--- src/rtl/stack_upstream_arbiter.sv ---
// rtl/stack_upstream_arbiter.sv - packet-atomic round-robin arbiter onto the PE-to-stack upstream bus
// Optional per-requester EOP counters: define STACK_UP_ARB_PKT_STATS_EN.
module stack_upstream_arbiter #(
    parameter int NUM_REQ = 3,
    parameter int CNTL_W  = 2,
    parameter int TYPE_W  = 2,
    parameter int DATA_W  = 64,
    parameter int OOB_W   = 32
) (
    input  logic                      clk,
    input  logic                      reset_poweron,
    input  logic [NUM_REQ-1:0]        req__arb__valid,
    input  logic [NUM_REQ*CNTL_W-1:0] req__arb__cntl,
    input  logic [NUM_REQ*TYPE_W-1:0] req__arb__type,
    input  logic [NUM_REQ*DATA_W-1:0] req__arb__data,
    input  logic [NUM_REQ*OOB_W-1:0]  req__arb__oob_data,
    output logic [NUM_REQ-1:0]        arb__req__ready,
    output logic                      pe__stu__valid,
    output logic [CNTL_W-1:0]         pe__stu__cntl,
    input  logic                      stu__pe__ready,
    output logic [TYPE_W-1:0]         pe__stu__type,
    output logic [DATA_W-1:0]         pe__stu__data,
    output logic [OOB_W-1:0]          pe__stu__oob_data,
    output logic [2:0]                arb__grant_id,
    output logic                      arb__busy,
`ifdef STACK_UP_ARB_PKT_STATS_EN
    output logic [NUM_REQ*16-1:0]     arb__pkt_count,
`endif
    output logic                      arb__proto_err
);

    typedef enum logic {IDLE, PKT} state_t;

    state_t      state;
    logic [2:0]  ptr;
    logic [2:0]  grant;
    logic        first_beat;
    logic        load_ok;
    logic        xfer;

    logic              g_valid;
    logic [CNTL_W-1:0] g_cntl;
    logic [TYPE_W-1:0] g_type;
    logic [DATA_W-1:0] g_data;
    logic [OOB_W-1:0]  g_oob;

    logic        found;
    logic [2:0]  win;
    logic [2:0]  win_next;
    logic        idle_err;

    assign load_ok       = ~pe__stu__valid | stu__pe__ready;
    assign xfer          = (state == PKT) & g_valid & load_ok;
    assign arb__busy     = (state == PKT);
    assign arb__grant_id = grant;
    assign win_next      = (win == 3'(NUM_REQ - 1)) ? 3'd0 : win + 3'd1;

    always_comb begin
        g_valid = 1'b0;
        g_cntl  = '0;
        g_type  = '0;
        g_data  = '0;
        g_oob   = '0;
        for (int i = 0; i < NUM_REQ; i++) begin
            if (grant == 3'(i)) begin
                g_valid = req__arb__valid[i];
                g_cntl  = req__arb__cntl[i*CNTL_W +: CNTL_W];
                g_type  = req__arb__type[i*TYPE_W +: TYPE_W];
                g_data  = req__arb__data[i*DATA_W +: DATA_W];
                g_oob   = req__arb__oob_data[i*OOB_W +: OOB_W];
            end
        end
    end

    // Round-robin search starting at ptr; only SOP beats may open a packet.
    always_comb begin
        int idx;
        found    = 1'b0;
        win      = 3'd0;
        idle_err = 1'b0;
        idx      = 0;
        for (int k = 0; k < NUM_REQ; k++) begin
            idx = int'(ptr) + k;
            if (idx >= NUM_REQ) idx = idx - NUM_REQ;
            if (!found && req__arb__valid[idx] && req__arb__cntl[idx*CNTL_W]) begin
                found = 1'b1;
                win   = 3'(idx);
            end
        end
        for (int i = 0; i < NUM_REQ; i++) begin
            if (req__arb__valid[i] && !req__arb__cntl[i*CNTL_W]) idle_err = 1'b1;
        end
    end

    always_comb begin
        arb__req__ready = '0;
        if (state == PKT) begin
            for (int i = 0; i < NUM_REQ; i++) begin
                if (grant == 3'(i)) arb__req__ready[i] = load_ok;
            end
        end
    end

    always_ff @(posedge clk or negedge reset_poweron) begin
        if (!reset_poweron) begin
            state             <= IDLE;
            ptr               <= 3'd0;
            grant             <= 3'd0;
            first_beat        <= 1'b0;
            arb__proto_err    <= 1'b0;
            pe__stu__valid    <= 1'b0;
            pe__stu__cntl     <= '0;
            pe__stu__type     <= '0;
            pe__stu__data     <= '0;
            pe__stu__oob_data <= '0;
        end else begin
            if (xfer) begin
                pe__stu__valid    <= 1'b1;
                pe__stu__cntl     <= g_cntl;
                pe__stu__type     <= g_type;
                pe__stu__data     <= g_data;
                pe__stu__oob_data <= g_oob;
            end else if (stu__pe__ready) begin
                pe__stu__valid <= 1'b0;
            end

            case (state)
                IDLE: begin
                    if (idle_err) arb__proto_err <= 1'b1;
                    if (found) begin
                        grant      <= win;
                        ptr        <= win_next;
                        first_beat <= 1'b1;
                        state      <= PKT;
                    end
                end
                PKT: begin
                    if (xfer) begin
                        first_beat <= 1'b0;
                        // A second SOP inside an open packet is flagged but still forwarded.
                        if (g_cntl[0] && !first_beat) arb__proto_err <= 1'b1;
                        if (g_cntl[1]) state <= IDLE;
                    end
                end
                default: state <= IDLE;
            endcase
        end
    end

`ifdef STACK_UP_ARB_PKT_STATS_EN
    logic [15:0] pkt_cnt [NUM_REQ];

    always_ff @(posedge clk or negedge reset_poweron) begin
        if (!reset_poweron) begin
            for (int i = 0; i < NUM_REQ; i++) pkt_cnt[i] <= 16'd0;
        end else begin
            for (int i = 0; i < NUM_REQ; i++) begin
                if (xfer && g_cntl[1] && grant == 3'(i) && pkt_cnt[i] != 16'hFFFF)
                    pkt_cnt[i] <= pkt_cnt[i] + 16'd1;
            end
        end
    end

    always_comb begin
        arb__pkt_count = '0;
        for (int i = 0; i < NUM_REQ; i++) arb__pkt_count[i*16 +: 16] = pkt_cnt[i];
    end
`endif

endmodule

--- config.mk ---
export PLATFORM = sky130hd
export DESIGN_NAME = stack_upstream_arbiter
export DESIGN_NICKNAME = d
export VERILOG_FILES = /design/src/rtl/stack_upstream_arbiter.sv
export SDC_FILE = /design/constraint.sdc
export NUM_CORES = 1
export LEC_CHECK = 0
export CAP_MARGIN = 15
export CORE_AREA = 3 3 160 162
export CTS_CLUSTER_DIAMETER = 80
export DETAILED_ROUTE_END_ITERATION = 16
export DIE_AREA = 0 0 163 165
export SETUP_SLACK_MARGIN = 0.1
export SLEW_MARGIN = 20
export SYNTH_ARGS = -nofsm -noshare
export SYNTH_HDL_FRONTEND = slang
export SYNTH_SLANG_ARGS = --single-unit
--- constraint.sdc ---
create_clock -name clk -period 3.01 [get_ports clk]
set_input_delay 0.602 -clock clk [delete_from_list [all_inputs] [get_ports clk]]
set_output_delay 0.602 -clock clk [all_outputs]
set_load 0.1 [all_outputs]
==> impl_metrics.csv <==
group,metric,value,unit
logic_synthesis,synth_area_leaders,"dfrtp_1 40%, mux2i_1 15%, o31ai_1 11%",
cts,postCtsResizedCells,0,
power_and_ir_drop,switching_power,8.90,mW
worst_setup_path,path_max_fanout,8,
global_route,grt_usage,18.8,%
die,initial_core_util,28.2,%
routing,wl,26900,µm
timing,hold_viol,0,
logic_synthesis,postSynthAreaPerCell,8.75,µm²
timing,tightest_slew,0.865,ns
final_layout,drive_gt1_share,14.2,%
cts,cts_max_path_buffers,2,
timing,rsz0062_at_grt,"false",
global_route,grt_pass1_vias,6914,
global_route,grt_max_degree,115,
final_layout,antenna_cells,0,
cts,clk_pin_slew,0.09,ns
worst_setup_path,critPathLaunchType,"flop",
logic_synthesis,yosys_warnings,0,
die,fp-row-count,57,
placed_design,gp_routability_congestion,0.820,
final_layout,stdcell_area,11300,µm²
run_status,status,"finished clean",
worst_setup_path,cp.required,3.26,ns
timing,skew,0.00837,ns
timing,setup_violations,0,
logic_synthesis,synth-seq-cells,110,
cts,clk_latency,0.36,ns
logic_synthesis,syn_nets,1091,
timing,max_freq,0.391,GHz
power_and_ir_drop,p_comb_share,73.5,%
routing,drc,0,
power_and_ir_drop,irDropWorstVdd,0.767,mV
final_layout,fin_nets,1460,
final_layout,nFillCells,2402,
final_layout,area_delta_synth_final,65.9,%
cts,clock-sinks,110,
cts,htreeDepth,3,
power_and_ir_drop,p_seq_share,18.1,%
placed_design,numPortBuffers,414,
logic_synthesis,yosysTopAreaCell,"dfrtp_1",
routing,wl_per_cell,18.2,µm
global_route,overflow,0,
logic_synthesis,synth_edf_count,0,
worst_hold_path,hp-class,"input port to asynchronous set/reset pin",
timing,maxSlewViolCount,0,
timing,slew_headroom,42.3,%
logic_synthesis,synth.distinct_cells,47,
routing,detail_route.first_pass.iterations,4,
power_and_ir_drop,power.density,1280,nW/µm²
routing,via_count,7027,
placed_design,place_area,11000,µm²
routing,avgViaCountPerCell,4.75,
routing,top_layer_used,"met4",
cts,ctsHoldBuffers,0,
logic_synthesis,synthCells,780,
die,fp.dieW,163,µm
flow_run,cap_violations,0,
worst_setup_path,cp_data_arrival_time,2.81,ns
final_layout,multi_input_area,3770,µm²
die,core_area,24200,µm²
placed_design,hpwlAfterDp,20800,µm
logic_synthesis,synth_top_cell_area_share,40.3,%
global_route,antenna_found_initial,0,
timing,fin_crit,2.56,ns
cts,cts-root-buf,"clkbuf_16",
power_and_ir_drop,p_leak,4.79,nW
routing,wl_met2,13600,µm
cts,post_cts_buffers,0,
die,dieArea,26900,µm²
die,ios,415,
routing,postRouteAntennaNets,0,
cts,cts_tree,"yes",
power_and_ir_drop,cell_internal_pwr,5.57,mW
logic_synthesis,synth_seq_area_share,40.3,%
cts,numCtsBuffers,9,
die,die-height,165,µm
routing,wl_met1,11000,µm
final_layout,register_area,2760,µm²
worst_setup_path,setup.worst_path.class,"flop to flop",
routing,drt_iter0_markers,325,
global_route,grt_pass1_wl,39500,µm
timing,setup-tns-final,0,ns
worst_setup_path,worst_setup_path_end_kind,"flop",
placed_design,placed_cells,1462,
timing,finalWorstSetupSlack,0.454,ns
final_layout,instances_no_fill,1478,
placed_design,place_ws,0.413,ns
timing,finalCritPeriodShare,84.9,%
logic_synthesis,syn-cell-area,6830,µm²
power_and_ir_drop,swShare,61.5,%
logic_synthesis,synth-main-ff-cell,"dfrtp_1",
power_and_ir_drop,power_frac_clock,8.4,%
timing,fin_hold_ws,0.162,ns
logic_synthesis,synthArstFlopShare,100,%
routing,route.met3.wl,1980,µm
power by group through the flow:
stage | clock network, mW | logic, mW | registers, mW
6_report | 1.21 | 10.6 | 2.62
2_1_floorplan | 0 | 3.93 | 6.81
4_1_cts | 1.27 | 10.7 | 2.64
5_1_grt | 1.32 | 11.3 | 2.72
3_3_place_gp | 0 | 10.7 | 2.64
3_5_place_dp | 0 | 10.7 | 2.66
path summary, 6_finish.rpt:
check                                   endpoint  cells after the start  slack (ns)           from
max                             arb__grant_id[2]                      9        0.45         ptr[1]
min                        pe__stu__oob_data[10]                      1        0.16  reset_poweron
max reg2reg                     arb__grant_id[2]                      9        0.45         ptr[1]
min reg2reg                       arb__proto_err                      1        0.46     first_beat
max in group asynchronous      pe__stu__data[11]                      2        2.15  reset_poweron
min in group clk                  arb__proto_err                      1        0.46     first_beat
layout make-up:
cell class	count	area share, %
clock buffer	9	1.99
clock inverter	7	0.652
inverter	7	0.232
multi-input combinational	591	33.3
sequential	110	24.4
tap	324	3.58
timing repair buffer	430	35.9
cells by family after synthesis:
kind of cell               count (synthesis)  share of synthesized area, %
AOI/OAI and AO/OA                        231                          22.7
DFF                                      110                          40.3
xor gates and xnor gates                   4                         0.623
buffers and inverters                     79                          5.10
and+or+nand+nor                          246                          14.9
muxes                                    105                          15.4
adders and majority gates                  5                         0.916
flip-flops by register name (all words and copies together) (netlist names):
name,flops
pe__stu__valid,1
first_beat,1
pe__stu__data,64
arb__proto_err,1
pe__stu__cntl,2
arb__grant_id,3
arb__busy,1
pe__stu__type,2
pe__stu__oob_data,32
ptr,3
cells in the final DEF, fill, tap and decap left out, types with 3 or more instances in the layout:
cell,synthesis,routed
clkdlybuf4s50_1,0,304
clkbuf_16,0,9
ha_1,5,5
buf_12,0,6
a21o_1,4,4
xnor2_1,3,3
nor2b_1,4,3
nor2_1,107,107
inv_1,7,7
buf_4,1,120
nor3_1,4,3
mux2i_1,104,104
and2_1,3,3
o31ai_1,99,99
o21ai_0,5,5
nand3_1,4,4
dfrtp_1,110,107
nand2_1,108,108
dfrtp_4,0,3
nand2b_1,4,4
a21oi_1,104,104
worst max-delay path, cell delays in order (launching register included):
cell and delay, ns:
dfrtp_1 0.45, inv_1 0.16, ha_1 0.53, nand2b_1 0.18
o21bai_1 0.13, a221oi_4 0.36, o32ai_1 0.14, o21bai_4 0.19
and2_1 0.17, a21o_1 0.15
synthesized netlist by cell type (3+ instances only):
| library cell | number |
|---|---|
| clkbuf_1 | 36 |
| o31ai_1 | 99 |
| and2_1 | 3 |
| mux2i_1 | 104 |
| nor3b_1 | 3 |
| a21oi_1 | 104 |
| xnor2_1 | 3 |
| buf_1 | 7 |
| nand3_1 | 4 |
| nand2b_1 | 4 |
| nor2_1 | 107 |
| a21o_1 | 4 |
| buf_2 | 26 |
| inv_1 | 7 |
| nor3_1 | 4 |
| nand2_1 | 108 |
| dfrtp_1 | 110 |
| nor2b_1 | 4 |
| ha_1 | 5 |
| o21ai_0 | 5 |
metrics by stage:
| stage | power [mW] | util [%] |
|---|---|---|
| global route | 15.3 | 46.7 |
| detailed placement | 13.4 | 45.5 |
| global placement | 13.3 | 45.5 |
| floorplan | 10.7 | - |
| CTS | 14.6 | 46.7 |
| finish | 14.5 | 46.7 |
per-layer routing:
metal | track usage, % | vias to the layer above
li1 | - | 3502
met1 | 23.0 | 3222
met2 | 33.7 | 284
met3 | 4.24 | 19
met4 | 4.54 | 0
met5 | 0 | -
No activity file was read; power rests on OpenSTA's default activity.
